**src/rtl/car_counter_pkg.sv**
```systemverilog
// -----------------------------------------------------------------------------
// car_counter_pkg
//   Shared constants and types for the parking-lot car counter.
//
//   Contents:
//     CNT_W              width of the car count (4 bits, capacity up to 15)
//     DEFAULT_MAX_COUNT  default lot capacity (15)
//     req_e              decoded request kind for one clock cycle
//     decode_req()       maps the raw inc/dec levels onto req_e
// -----------------------------------------------------------------------------
package car_counter_pkg;

  localparam int CNT_W             = 4;
  localparam int DEFAULT_MAX_COUNT = 15;

  // One request kind per cycle; inc and dec together cancel out.
  typedef enum logic [1:0] {
    REQ_IDLE = 2'b00,
    REQ_DEC  = 2'b01,
    REQ_INC  = 2'b10,
    REQ_BOTH = 2'b11
  } req_e;

  function automatic req_e decode_req(input logic inc, input logic dec);
    return req_e'({inc, dec});
  endfunction

endpackage : car_counter_pkg

```
**src/rtl/car_counter.sv**
```systemverilog
// -----------------------------------------------------------------------------
// car_counter
//   Saturating up/down counter of cars in a parking lot. Each cycle with inc
//   high admits one car, each cycle with dec high releases one. Requests that
//   would push the count above the capacity or below zero are refused: the
//   count holds and err is raised for that cycle. inc and dec together hold
//   the count and are not an error.
//
//   Parameters:
//     MAX_COUNT  lot capacity, saturation ceiling of count (legal 1..15)
//
//   Ports:
//     clk    in   rising-edge clock
//     rst    in   synchronous active-high reset (priority over inc/dec)
//     inc    in   car-entry request, level-sensitive
//     dec    in   car-exit request, level-sensitive
//     count  out  registered number of cars in the lot
//     err    out  registered overflow/underflow flag
//
//   Build option:
//     CAR_COUNTER_STICKY_ERR_EN  when defined, err stays set once raised until
//                                the next reset; count behaviour is unchanged.
// -----------------------------------------------------------------------------
module car_counter
  import car_counter_pkg::*;
#(
  parameter int MAX_COUNT = DEFAULT_MAX_COUNT
) (
  input  logic             clk,
  input  logic             rst,
  input  logic             inc,
  input  logic             dec,
  output logic [CNT_W-1:0] count,
  output logic             err
);

  localparam logic [CNT_W-1:0] MAX_Q  = CNT_W'(MAX_COUNT);
  localparam logic [CNT_W-1:0] ZERO_Q = '0;
  localparam logic [CNT_W-1:0] ONE_Q  = CNT_W'(1);

  logic [CNT_W-1:0] count_q, count_d;
  logic             err_q,   err_d;
  req_e             req;
  logic             at_max;
  logic             at_zero;
  logic             illegal;

  // Combinational decode of this cycle's request against the current count.
  assign req     = decode_req(inc, dec);
  assign at_max  = (count_q == MAX_Q);
  assign at_zero = (count_q == ZERO_Q);

  always_comb begin
    // NOTE: every signal assigned here gets a default first, so no path
    // through the case can leave one unassigned and infer a latch.
    count_d = count_q;
    illegal = 1'b0;

    unique case (req)
      REQ_INC: begin
        if (at_max) illegal = 1'b1;
        else        count_d = count_q + ONE_Q;
      end
      REQ_DEC: begin
        if (at_zero) illegal = 1'b1;
        else         count_d = count_q - ONE_Q;
      end
      REQ_BOTH,
      REQ_IDLE: count_d = count_q;
      default:  count_d = count_q;
    endcase

`ifdef CAR_COUNTER_STICKY_ERR_EN
    // Once raised, the flag latches until reset.
    err_d = err_q | illegal;
`else
    // Per-cycle flag: any legal cycle clears it.
    err_d = illegal;
`endif
  end

  // NOTE: state registers use non-blocking assignments so every flop samples
  // the pre-edge values, independent of statement order.
  always_ff @(posedge clk) begin
    if (rst) begin
      count_q <= ZERO_Q;
      err_q   <= 1'b0;
    end else begin
      count_q <= count_d;
      err_q   <= err_d;
    end
  end

  assign count = count_q;
  assign err   = err_q;

endmodule : car_counter

```
**config.mk**
```make
export PLATFORM = sky130hd
export DESIGN_NAME = car_counter
export DESIGN_NICKNAME = d
export VERILOG_FILES = /design/src/rtl/car_counter_pkg.sv /design/src/rtl/car_counter.sv
export SDC_FILE = /design/constraint.sdc
export NUM_CORES = 1
export LEC_CHECK = 0
export BUFFER_PORTS_ARGS = -buffer_cell sky130_fd_sc_hd__buf_2
export CAP_MARGIN = 10
export CORE_AREA = 3 3 40 42
export CTS_CLUSTER_SIZE = 28
export DETAILED_ROUTE_END_ITERATION = 12
export DIE_AREA = 0 0 43 45
export PLACE_DENSITY = 0.41
export SYNTH_ARGS = -nofsm -noshare
export SYNTH_HDL_FRONTEND = slang
export SYNTH_SLANG_ARGS = --single-unit
export TNS_END_PERCENT = 10
```
**constraint.sdc**
```tcl
create_clock -name clk -period 2.2 [get_ports clk]
set_input_delay 0.66 -clock clk [delete_from_list [all_inputs] [get_ports clk]]
set_output_delay 0.66 -clock clk [all_outputs]
set_load 0.005 [all_outputs]
```
* Yosys cells after proc, flatten, opt, wreduce, memory -nomap -nowiden
Cells that the tools add are included.
Operators by class: equal/unequal tests 6, reductions and logical operators 4, mux-type cells 6, bitwise logic cells 1, add/sub/neg operators 2
Operators with widths (number):
- $mux W4 | 2
- $pmux W4 S2 | 1
- $add A4 B1 Y4 const B | 1
- $eq A2 B2 Y1 const B | 2
- $eq A4 B4 Y1 const B | 1
- $logic_not A4 Y1 | 1
- $ne A2 B2 Y1 const B | 2
- $sub A4 B1 Y4 const B | 1
- $reduce_and A3 Y1 | 1
- $eq A2 B1 Y1 const B | 1
- $logic_not A2 Y1 | 1
- $mux W1 | 2
- $pmux W1 S2 | 1
- $reduce_or A2 Y1 | 1
- $not A1 Y1 | 1
Storage, ports and cells: output and inout bits 5, bits of input ports 4, word-level logic and storage cells 21, flip-flop bits (word level) 5

* Longest topological paths before layout
word-level depth 4, gate-level depth with buffers 8, mapped depth without buffers 8

* Worst setup path before layout
No wires, ideal clock.
kind input-to-reg, start input port dec, end register count_q[3] (netlist: count[3]), cell stages on the path 6, setup time 123 ps, data arrival time 1841 ps, required time 2077 ps, path buffers 0, setup slack 236 ps, path through inv_1 -> ha_1 -> and4_4 -> a221o_1 -> a21oi_1 -> mux2_1
Between the ends: cells in the longest elaborated chain, start to end 4, elaborated cells on any way between the ends 10, classes of those cells 5 x eq/ne; 1 x mux; 1 x bitwise; 3 x reduce/logical
RTL lines:
- from (decl) | line car_counter.sv:32 | input logic dec,
- $eq A2 B2 Y1 / $logic_not A2 Y1 (equally long branches) | line car_counter.sv:59 | unique case (req)
- $reduce_or A2 Y1 | line car_counter.sv:59
- $not A1 Y1 (no line)
- $reduce_and A3 Y1 (no line)
- to (signal assigned) | line car_counter.sv:89 | count_q <= count_d;
- to (decl) | line car_counter.sv:41 | logic [CNT_W-1:0] count_q, count_d;
Parallel ways exist; a longest one is shown, timed or not. A chain may end at the register's enable or synchronous reset.

* Final worst setup path
Same ends and word-level chain as after synthesis.

==> out/results.txt <==
Setup bufs post-CTS: 0
Net Count, Synth: 48
CTS Hold Bufs: 0
Seq/Total Area, Yosys: 28.7%
Synth top area share: 28.7%
Syn avg cell area: 8.73 µm²
Worst EP arrival: 2.06 ns
CTS buffer count: 3
Fill cells: 140
Comb pwr share: 26.3%
Most common cell after layout, fill and taps aside: buf_2
Ys Warns: 0
Antenna violations before repair: 0
Worst EP required: 2.33 ns
Final global-route overflow total: 0
N_diodes: 0
Area leader, netlist: dfxtp_1
Clock slew at reported path FFs: 0.05 ns
Slowest stage cell, crit path: a221o_1
Fin nets: 62
Fin Hold WS: 0.572 ns
Pre-CTS setup slack: 0.00360 ns
Chip height: 45 µm
Worst setup SP type: primary input
IO buf count: 8
Crit path time final: 1.93 ns
H-tree levels: 1
Max Buffers Root-to-Sink: 2
DPL Wire Length: 556 µm
CP peak stage delay: 0.38 ns
Number of synthesized register bits: 5
Horiz. Die Dim: 43 µm
Global-route wire length before repair: 1220 µm
Clock Tree Root: clkbuf_4
RSZ-0062 raised after global routing: false
P_int: 0.000215 W
Max cap viols: 0
Worst-path maximum fanout: 4
Die ar.: 1940 µm²
Ranking of synthesized cells by area: dfxtp_1 (29%), ha_1 (14%), a21oi_1 (5.7%)
CP cell instances: buf_2, inv_1, ha_1, and4_4, a221o_1, a21oi_1, mux2_1
Least-Margin Pin Slew: 0.398 ns
Layout Cells excl Fill: 68
Clk pwr share: 33.9%
Unique cell type count in the Yosys netlist: 21
Buffers plus inverters on the worst setup path: 2
Hold/Removal Path Class: flop to flop
Net Sw Frac: 31.8%
Relative slew slack: 73.4%
CP Class: primary input to flop
F_max: 518 MHz
Ratio of cells with drive above 1 in the final layout: 26.4%
Core Box Area: 1280 µm²
Routability cong.: 0.699
LEAKAGE: 0.212 nW
ANT nets after route: 0
Commonest cells after routing, fill and taps aside: buf_2 (8), dfxtp_1 (5), a21oi_1 (4), ha_1 (4)
Area Overhead vs Synth: 25.4%
Cell Area, Synth: 349 µm²
Setup WS post-layout: 0.270 ns
TNS Setup: 0 ns
I/O pin count: 9
Vias per cell: 4.81
WL/cell: 10.4 µm
Clk_skew: 0.00630 ns
Final Routed Wirelength: 708 µm
Pwr/cell area: 722 nW/µm²
Setup Viol. Count Final: 0
Sequential share of power: 39.8%
DP Area: 412 µm²
Largest net degree at the start of global routing: 10
Tcrit/Tclk final: 87.7%
Clk sinks: 5
Final Max Tran Viols: 0
Status: complete, no violations
Via Count: 327
Number of global-route vias before repair: 304
NetSw: 0.000101 W
Site row count: 13
Fin. Hold Viols: 0
# resized after CTS: 0
1st-pass router iterations: 4
Finished layout cell area: 438 µm²
Delay-heaviest family, CP: compound AO/OA/AOI/OAI gates
Initial Util: 27.2%
TritonCTS clock tree: done
Crit end category: flop
VDD IR max: 0.338 mV
Clk_lat worst skew: 0.24 ns
Placed cell count: 64
Drc violations: 0
Mapped Cells: 40
Total GRT Usage: 8.33%
Starting DRT DRC Count: 3
## sequential cells by signal (all words and copies together), names as in the netlist
signal,count
count,4
err,1
## worst reg2reg max path, stage by stage (launching register included)
cell and delay, ns:
dfxtp_1 0.49, nor3_1 0.13, a221o_1 0.38, a21oi_1 0.17, mux2_1 0.33
## power groups by stage
stage                     combinational [W]  sequential (W)  clock [W]
final                             0.0000832        0.000126   0.000107
after global placement            0.0000846        0.000127          0
after detailed placement          0.0000848        0.000128          0
after floorplan                   0.0000657        0.000120          0
after global routing              0.0000992        0.000129   0.000117
after CTS                         0.0000852        0.000126   0.000113
## per-stage QoR
stage	utilization (%)	total power [W]
final	34.1	0.000316
after global routing	34.1	0.000346
after CTS	34.1	0.000324
after detailed placement	32.0	0.000212
after global placement	32.0	0.000211
after floorplan	-	0.000186
## worst paths after layout
path,cells after the start,from,to,slack [ns]
hold reg to reg,2,count[2]$_SDFFE_PP0P_,count[2]$_SDFFE_PP0P_,0.57
setup reg to reg,4,count[1]$_SDFFE_PP0P_,count[3]$_SDFFE_PP0P_,0.59
setup / recovery,7,dec,count[3]$_SDFFE_PP0P_,0.27
hold / removal,2,count[2]$_SDFFE_PP0P_,count[2]$_SDFFE_PP0P_,0.57
## cells in the mapped netlist
| cell type | count |
|---|---|
| nor3b_1 | 1 |
| nand2_1 | 3 |
| o21ai_0 | 2 |
| or3_1 | 1 |
| buf_6 | 1 |
| dfxtp_1 | 5 |
| ha_1 | 4 |
| o21ai_1 | 1 |
| and4_4 | 1 |
| nor2b_1 | 3 |
| a221o_1 | 1 |
| xor2_1 | 2 |
| a22oi_1 | 1 |
| nor2_1 | 2 |
| and3b_1 | 1 |
| mux2_1 | 1 |
| inv_1 | 2 |
| nor3_1 | 2 |
| a21oi_1 | 4 |
| xnor2_1 | 1 |
| a221oi_1 | 1 |
## per-layer routing
| layer | part of all wire, % | global-route usage (%) | up-vias |
|---|---|---|---|
| met4 | 0 | 1.81 | 0 |
| met5 | 0 | 0 | - |
| li1 | - | - | 171 |
| met3 | 4.8 | 4.78 | 0 |
| met1 | 49 | 10.4 | 148 |
| met2 | 47 | 12.6 | 8 |
## layout make-up
| cell class | instances | area, µm² | share of cell area (%) |
|---|---|---|---|
| clock buffer | 4 | 26.3 | 6.00 |
| tap | 15 | 18.8 | 4.29 |
| inverter | 2 | 7.51 | 1.71 |
| timing repair buffer | 10 | 55.1 | 12.6 |
| sequential | 5 | 100 | 22.9 |
| multi-input combinational | 32 | 230 | 52.6 |
## cells by family (layout without fill, tap and decap cells)
logic type,Yosys count,after routing,synth area share [%]
AO/OA/AOI/OAI,10,10,17.6
adder cells (fa/ha/maj),4,4,14.3
AND/OR/NAND/NOR,14,14,23.3
buffers and inverters,3,16,5.38
flip-flops,5,5,28.7
XOR/XNOR,3,3,7.53
multiplexers,1,1,3.23
Power figures use the tool's default switching activity.
